**src/rtl/pri_encoder8to3_hs.sv**
```systemverilog
// Sticky 8-bit request capture that serialises the pending requests as 3-bit codes over valid/ready.
// Registered outputs: a new request is offered one edge after capture, and one code is accepted per cycle; while ready=0 the offer is held.
module pri_encoder8to3_hs #(
  parameter bit HIGH_FIRST = 1'b1
) (
  input  logic       clk,
  input  logic       rst_n,
  input  logic       EN,
  input  logic [7:0] req,
  input  logic       ready,
  output logic [2:0] code,
  output logic [7:0] onehot,
  output logic       valid,
  output logic [7:0] pend,
  output logic       any_pend
);

  typedef enum logic {IDLE = 1'b0, HOLD = 1'b1} state_t;

  state_t     state_q, state_d;
  logic [2:0] code_q, code_d;
  logic [7:0] onehot_q, onehot_d;
  logic [7:0] pend_q, pend_d;
  logic       valid_q, valid_d;
  logic [7:0] clr;
  logic [7:0] rem;

  // Later matches overwrite earlier ones, so the scan direction sets the priority.
  function automatic logic [2:0] sel(input logic [7:0] v);
    logic [2:0] s;
    s = 3'd0;
    if (HIGH_FIRST) begin
      for (int i = 0; i < 8; i++) begin
        if (v[i]) s = 3'(i);
      end
    end else begin
      for (int i = 7; i >= 0; i--) begin
        if (v[i]) s = 3'(i);
      end
    end
    return s;
  endfunction

  always_comb begin
    state_d  = state_q;
    code_d   = code_q;
    onehot_d = onehot_q;
    valid_d  = valid_q;
    clr      = (valid_q && ready) ? onehot_q : 8'h00;
    rem      = pend_q & ~onehot_q;
    // Set wins over clear: a bit re-requested on its retire edge stays pending.
    pend_d   = (pend_q & ~clr) | (EN ? req : 8'h00);

    case (state_q)
      IDLE: begin
        if (pend_q != 8'h00) begin
          code_d   = sel(pend_q);
          onehot_d = 8'b1 << sel(pend_q);
          valid_d  = 1'b1;
          state_d  = HOLD;
        end
      end
      HOLD: begin
        if (ready) begin
          if (rem != 8'h00) begin
            code_d   = sel(rem);
            onehot_d = 8'b1 << sel(rem);
          end else begin
            valid_d  = 1'b0;
            onehot_d = 8'h00;
            state_d  = IDLE;
          end
        end
      end
      default: state_d = IDLE;
    endcase
  end

  always_ff @(posedge clk or negedge rst_n) begin
    if (!rst_n) begin
      state_q  <= IDLE;
      code_q   <= 3'd0;
      onehot_q <= 8'h00;
      pend_q   <= 8'h00;
      valid_q  <= 1'b0;
    end else begin
      state_q  <= state_d;
      code_q   <= code_d;
      onehot_q <= onehot_d;
      pend_q   <= pend_d;
      valid_q  <= valid_d;
    end
  end

  assign code     = code_q;
  assign onehot   = onehot_q;
  assign valid    = valid_q;
  assign pend     = pend_q;
  assign any_pend = |pend_q;

endmodule

```
**config.mk**
```make
export PLATFORM = sky130hd
export DESIGN_NAME = pri_encoder8to3_hs
export DESIGN_NICKNAME = d
export VERILOG_FILES = /design/src/rtl/pri_encoder8to3_hs.sv
export SDC_FILE = /design/constraint.sdc
export NUM_CORES = 1
export LEC_CHECK = 0
export CAP_MARGIN = 40
export CORE_ASPECT_RATIO = 2
export CORE_MARGIN = 2
export CORE_UTILIZATION = 24
export CTS_CLUSTER_DIAMETER = 40
export CTS_CLUSTER_SIZE = 28
export DETAILED_ROUTE_END_ITERATION = 10
export PLACE_DENSITY = 0.53
export SYNTH_ARGS = -nofsm -noshare
export SYNTH_HDL_FRONTEND = slang
export SYNTH_SLANG_ARGS = --single-unit
```
**constraint.sdc**
```tcl
create_clock -name clk -period 2.1 [get_ports clk]
set_input_delay 0.21 -clock clk [delete_from_list [all_inputs] [get_ports clk]]
set_output_delay 0.21 -clock clk [all_outputs]
set_load 0.01 [all_outputs]
```
Yosys cells after proc, flatten, opt, wreduce, memory -nomap -nowiden:

Cells that the tools add are included.

* register bits: 21
* output and inout bits: 21
* logic and storage cells: 58

* equal/unequal tests: 4
* shift-type cells: 2
* muxes and demuxes: 34
* bitwise logic cells: 6
* reduce and logical (&&, ||, !) cells: 7

Operators by type and width (count)
* two-way mux 3 bit: 17
* two-way mux 8 bit: 5
* AND 8 bit: 2
* NOT 8 bit: 2
* one-hot mux 8 bit (2 select lines): 1
* nonzero test 8 bit: 2
* << shifter 1 x 3 -> 8 bit (first input constant): 2
* two-way mux 1 bit: 8
* bitwise OR 8 bit: 1
* OR reduction 8 bit: 1
* != test 2 bit (second input constant): 3
* one-hot mux 3 bit (2 select lines): 1
* AND reduction 3 bit: 2
* one-hot mux 1 bit (2 select lines): 2
* != test 2 x 1 -> 1 bit (second input constant): 1
* AND reduction 2 bit: 1
* logical AND 1 bit: 1
* NOT 1 bit: 1

Longest topological paths before layout:

Gate-level depths: netlist (run 1).

* depth after elaboration: 16
* gate-level depth with buffers: 7

Least setup slack after synthesis (run 1):

Ideal clock, no wire load.

* kind: register to register
* start: register pend_q[4] (netlist: pend[4])
* end: register code_q[0] (netlist: code[0])
* arrival time: 1.626 ns
* required time: 1.972 ns
* slack: 0.346 ns
* stages on the path, launching flop included: 7
* buffers on the path: 1
* path through: dfrtp_1 -> buf_2 -> nor4_4 -> nand3_2 -> o21ai_4 -> a31oi_2 -> mux2_1

* word-level cells in the longest chain between the ends: 8
* elaborated cells on any way between the ends: 18

RTL lines
* start: declaration: RTL line 23 `logic [7:0] pend_q, pend_d;`
* start signal: assignment: RTL line 90 `pend_q <= pend_d;`
* AND 8 bit: RTL line 50 `rem = pend_q & ~onehot_q;`
* two-way mux 3 bit (4 in series): RTL line 34 `if (v[i]) s = 3'(i);`
* two-way mux 3 bit: RTL line 65 `if (rem != 8'h00) begin`
* two-way mux 3 bit: RTL line 64 `if (ready) begin`
* one-hot mux 3 bit (2 select lines): RTL line 54 `case (state_q)`
* end signal: assignment: RTL line 88 `code_q <= code_d;`
* end: declaration: RTL line 21 `logic [2:0] code_q, code_d;`

Parallel ways exist; a longest one is shown, timed or not. The select of a mux whose other input is x is not followed.
A chain may end at the register's enable or synchronous reset.

Worst setup path after layout (run 1):

* start: register pend_q[5] (netlist: pend[5])
* end: output any_pend

* word-level cells in the longest chain between the ends: 1

RTL lines
* OR reduction 8 bit: RTL line 99 `assign any_pend = |pend_q;`
* end: declaration: RTL line 15 `output logic any_pend`

Every way passes these cells.

==> impl_metrics.csv, run 1 <==
group,metric,value,unit
status,outcome,"finished clean",
floorplan,start_util,24.7,%
cts,htree_levels,1,
grt,track_usage,14.2,%
setup_path,worstPathMaxFanout,6,
place,numPortBuffers,32,
grt,grt_pass1_wl,6020,um
flow_run,drv_cap,0,
yosys,ys_seq_area_share,41.8,%
yosys,yosys_warnings,0,
yosys,syn_inst,127,
power,power.leakage,0.677,nW
setup_path,cp.arrival,1.80,ns
cts,clkSinkCount,21,
setup_path,crit_family,"buffers and inverters",
sta,rsz0062_at_grt,"no",
cts,clk_path_buf_depth,2,
sta,tns,0,ns
routing,first_iter_violations,24,
yosys,syn_area,1260,um^2
routing,vias_per_cell,4.99,
power,peakVddDrop,0.468,mV
yosys,syn_avg_cell_area,9.89,um^2
setup_path,cp_slowest_stage_delay,0.53,ns
routing,wirelength,3760,um
layout,nNetsFinal,177,
setup_path,worstPathCellList,"nor4_4 > nand3_2 > clkdlybuf4s50_1",
layout,multi_input_area,654,um^2
grt,antenna_found_initial,0,
sta,setup_viol,0,
cts,hold_buffers,0,
floorplan,core,5090,um^2
sta,finalClockSkew,0.00366,ns
cts,clk_pin_slew,0.08,ns
setup_path,critPathBufInv,1,
place,gp_congestion,0.871,
power,powerDensity,1100,nW/um^2
setup_path,r2r-start,"pend[3]",
routing,wl_per_cell,16.9,um
layout,n_antenna_cell,0,
sta,maxSlewHeadroom,53.9,%
grt,grt_pass1_vias,1181,
sta,holdWs,0.294,ns
setup_path,crit_path_top_delay_cell,"clkdlybuf4s50_1",
cts,cts_tree,"built",
floorplan,fp.dieW,55.2,um
hold_path,hold_class,"in2async",
yosys,synth_nets,139,
floorplan,dieArea,5860,um^2
layout,layout_commonest_cell,"clkdlybuf4s50_1",
cts,clk_latency,0.26,ns
sta,fin_crit,2.01,ns
floorplan,fp.dieH,106,um
setup_path,worstSetupPathType,"reg2out",
yosys,synth.area.top_cells,"dfrtp_1 (42%), a22o_1 (7.0%), nand2_1 (4.2%)",
routing,antenna_left,0,
cts,cts_buffers,3,
yosys,netlist.area_leader.share,41.8,%
grt,grt_max_degree,22,
sta,hold_violations,0,
layout,syn2layout_area_growth,35.4,%
routing,drc,0,
yosys,synth-async-reset-ratio,100,%
sta,fmax,497,MHz
setup_path,required,1.89,ns
layout,final_cell_mix,"clkdlybuf4s50_1 (32), dfrtp_1 (21), nand2_1 (14), a22o_1 (10)",
yosys,yosys.area.top_type,"dfrtp_1",
place,hpwlAfterDp,2900,um
setup_path,start_kind,"flop",
yosys,ys.flop_type,"dfrtp_1",
yosys,ys_ff_latch,21,
setup_path,crit_path_start,"pend[5]",
layout,regArea,526,um^2
sta,tightest_slew,0.692,ns
floorplan,rows,37,
floorplan,io_pins,33,
layout,layout.filler_cells,549,
sta,period_share,95.8,%
routing,vias,1108,
grt,grt.overflow.total,0,
layout,final_layout_size_suffix_gt1_share,12.8,%
cts,cts-root-buf,"clkbuf_8",
yosys,synth_edf_count,0,
setup_path,crit_path_end_kind,"primary output",
sta,drv_slew,0,
yosys,synth_cell_types,42,
routing,firstDrtPassIters,4,
-- repair_timing --
action | CTS | global route
setup buffers | 0 | 0
setup endpoints to repair | 0 | 1
gates resized for setup | 0 | 1
-- sequential cells by signal, indices dropped and copies added (netlist names) --
signal   flops
onehot       8
pend         8
code         3
state_q      1
valid        1
-- worst paths after layout --
path                       cells after the start        to  slack [ns]
setup reg to reg                               5   code[1]        0.18
max in group asynchronous                      2   pend[2]        1.58
hold / removal                                 2   pend[4]        0.29
hold reg to reg                                1   code[0]        0.52
min in group clk                               1   code[0]        0.52
setup / recovery                               3  any_pend        0.09
-- where the power goes --
part / leakage [nW] / internal [mW] / switching [mW]
Combinational: 0.419 / 0.467 / 0.454
Clock: 0.0228 / 0.135 / 0.138
Sequential: 0.236 / 0.513 / 0.165
Total: 0.677 / 1.12 / 0.758
-- cells in the mapped netlist (3+ instances only) --
master	number
a31oi_1	4
a21oi_1	8
nand2_1	14
nor2b_1	5
dfrtp_1	21
a22o_1	10
inv_1	8
nor2_1	9
nand2b_1	3
o21ai_0	3
-- logic make-up after synthesis --
logic type      Yosys count  share of synthesized area, %
simple gates             50                          26.1
mux                       3                          2.69
flops                    21                          41.8
buf+inv                  14                          6.27
compound gates           39                          23.1
-- metal layers --
metal	vias to the layer above	track usage, %	routed length, um
met5	-	0	0
met4	0	5.75	97
li1	534	-	-
met3	8	2.53	155
met1	535	14.6	1410
met2	31	26.0	2100
-- final cells by class --
cell class              count  area share, %
clock buffers               4           2.65
inverters                   8           1.77
multi-input cells          92           38.5
flip-flops and latches     21           30.9
well taps                  58           4.27
repair buffers             39           21.9
-- per-stage QoR --
stage	std cells	area [um^2]	utilization (%)	setup slack, ns	power (mW)
after floorplan	127	1260	-	0.346	1.17
after global placement	218	1650	32.5	0.252	1.59
after detailed placement	218	1650	32.5	0.228	1.60
after CTS	222	1700	33.3	0.0863	1.88
after global routing	222	1700	33.4	0.0410	1.99
final	222	1700	33.4	0.0879	1.87
Power figures use the tool's default switching activity.
==> run 2, diff against run 1 <==
SLEW_MARGIN = 40   (was not set)
clock period = 1.9 ns   (was 2.1 ns; I/O delays follow)
==> run 2 against run 1 <==
  * Core utilization rose by 0.20 points
  * Sequential power rose by 12%
  * Register-to-register slack got worse by 0.07 ns
  * Global-route usage fell by 0.093 points
  * Count of clock-buffer cells in the layout did not move
  * Sequential share of layout area fell by 0.11 points
  * Total power rose by 9.8%
  * Clock power rose by 8.1%
  * Die area did not move
  * Cell count rose by 0.45%
==> impl_metrics.csv, run 2 (synthesis results as in run 1) <==
group,metric,value,unit
sta,drv_slew,0,
status,outcome,"finished clean",
power,p_int,1.23,mW
sta,setup_ws,0.108,ns
sta,period_share,94.3,%
power,powerDensity,1200,nW/um^2
setup_path,cp_slowest_stage_delay,0.47,ns
layout,syn2layout_area_growth,36.2,%
place,gp_congestion,0.988,
cts,htree_levels,1,
layout,multi_input_area,657,um^2
routing,vias,1135,
sta,tightest_slew,0.580,ns
cts,clk_pin_slew,0.08,ns
routing,wirelength,3620,um
power,power.leakage,0.681,nW
floorplan,fp.dieH,106,um
grt,grt_pass1_vias,1275,
routing,wl_per_cell,16.2,um
cts,clkSinkCount,21,
hold_path,hold_class,"in2async",
cts,cts_buffers,3,
grt,track_usage,14.1,%
layout,regArea,527,um^2
setup_path,crit_path_top_delay_cell,"a21oi_1",
place,numPortBuffers,32,
setup_path,worstSetupPathType,"reg2reg",
routing,vias_per_cell,5.09,
setup_path,timing.critical_path.mode_cell,"a21oi_1",
power,peakVddDrop,0.459,mV
setup_path,worstPathCellList,"nor2b_1 > a21oi_1 > o311a_1 > a21oi_1 > mux2_1",
routing,drc,0,
setup_path,required,2.05,ns
sta,rsz0062_at_grt,"no",
floorplan,rows,37,
sta,fin_crit,1.79,ns
flow_run,drv_cap,0,
setup_path,crit_path_end_kind,"flop",
cts,clk_path_buf_depth,2,
setup_path,start_kind,"flop",
power,p_clk_share,14.3,%
power,comb_power_share,48.6,%
cts,cts-root-buf,"clkbuf_8",
floorplan,fp.dieW,55.2,um
floorplan,core,5090,um^2
power,seqPwrFrac,37.1,%
place,dpl_worst_slack,0.0909,ns
grt,antenna_found_initial,0,
routing,antenna_left,0,
cts,clk_latency,0.26,ns
layout,layout_commonest_cell,"clkdlybuf4s50_1",
power,p_switching,0.827,mW
floorplan,io_pins,33,
layout,final_layout_size_suffix_gt1_share,14.5,%
floorplan,start_util,24.7,%
layout,layout.filler_cells,569,
sta,maxSlewHeadroom,61.3,%
setup_path,worstPathMaxFanout,7,
layout,final_util,33.6,%
place,hpwlAfterDp,2900,um
sta,finalClockSkew,0.00325,ns
grt,grt.overflow.total,0,
grt,grt_pass1_wl,6090,um
cts,cts_tree,"built",
routing,first_iter_violations,35,
sta,hold_violations,0,
grt,grt_max_degree,22,
sta,setup_viol,0,
sta,tns,0,ns
layout,nNetsFinal,178,
layout,n_antenna_cell,0,
setup_path,cp.arrival,1.94,ns
floorplan,dieArea,5860,um^2
sta,fmax,558,MHz
layout,final_cell_mix,"clkdlybuf4s50_1 (31), dfrtp_1 (20), nand2_1 (14), a22o_1 (10)",
routing,firstDrtPassIters,4,
power,p_sw_share,40.2,%
## run 2: path summary, 6_finish.rpt
kind / to / cells past startpoint / startpoint / slack (ns)
worst max register to register: code[1] / 5 / pend[3] / 0.11
worst min register to register: code[1] / 1 / code[1] / 0.52
worst min-delay path: code[2] / 2 / rst_n / 0.27
min in group clk: code[1] / 1 / code[1] / 0.52
max in group asynchronous: pend[4] / 2 / rst_n / 1.39
worst max-delay path: code[1] / 5 / pend[3] / 0.11
## run 2: final cells by class
cell class / instances / share of cell area [%]
sequential: 21 / 30.8
clock buffer: 4 / 2.63
tap: 58 / 4.24
multi-input combinational: 92 / 38.4
timing repair buffer: 40 / 22.2
inverter: 8 / 1.76
## run 2: power by group through the flow
stage               registers (mW)  logic [mW]  clock network, mW
floorplan                    0.759       0.538                  0
global placement             0.760       0.977                  0
detailed placement           0.760        1.00                  0
CTS                          0.761        1.01              0.310
global route                 0.785        1.09              0.326
finish                       0.763       0.999              0.295
## run 2: critical path, delay by kind of cell (launching register included)
family | cells | cell delay [ns]
compound gates | 3 | 0.79
flops | 1 | 0.43
mux | 1 | 0.29
simple gates | 1 | 0.17
## run 2: what timing repair did
action,CTS,global route
hold buffers,0,0
buffers inserted,0,0
resized for setup,3,1
cloned,0,0
endpoints found under the setup margin,1,1
## run 2: per-stage QoR
| step | hold slack (ns) | cell area [um^2] | power, mW | std cells |
|---|---|---|---|---|
| after detailed placement | 0.493 | 1660 | 1.76 | 219 |
| after CTS | 0.282 | 1710 | 2.08 | 223 |
| after floorplan | -0.106 | 1260 | 1.30 | 127 |
| final | 0.274 | 1710 | 2.06 | 223 |
| after global routing | 0.301 | 1710 | 2.21 | 223 |
| after global placement | 0.490 | 1660 | 1.74 | 219 |
## run 2: layer usage
metal | vias up | part of all wire, % | routed length, um | global-route usage, %
li1 | 538 | - | - | -
met1 | 564 | 36 | 1310 | 14.2
met2 | 24 | 58 | 2100 | 26.3
met3 | 9 | 3.5 | 125 | 2.11
met4 | 0 | 2.4 | 86 | 5.92
met5 | - | 0 | 0 | 0
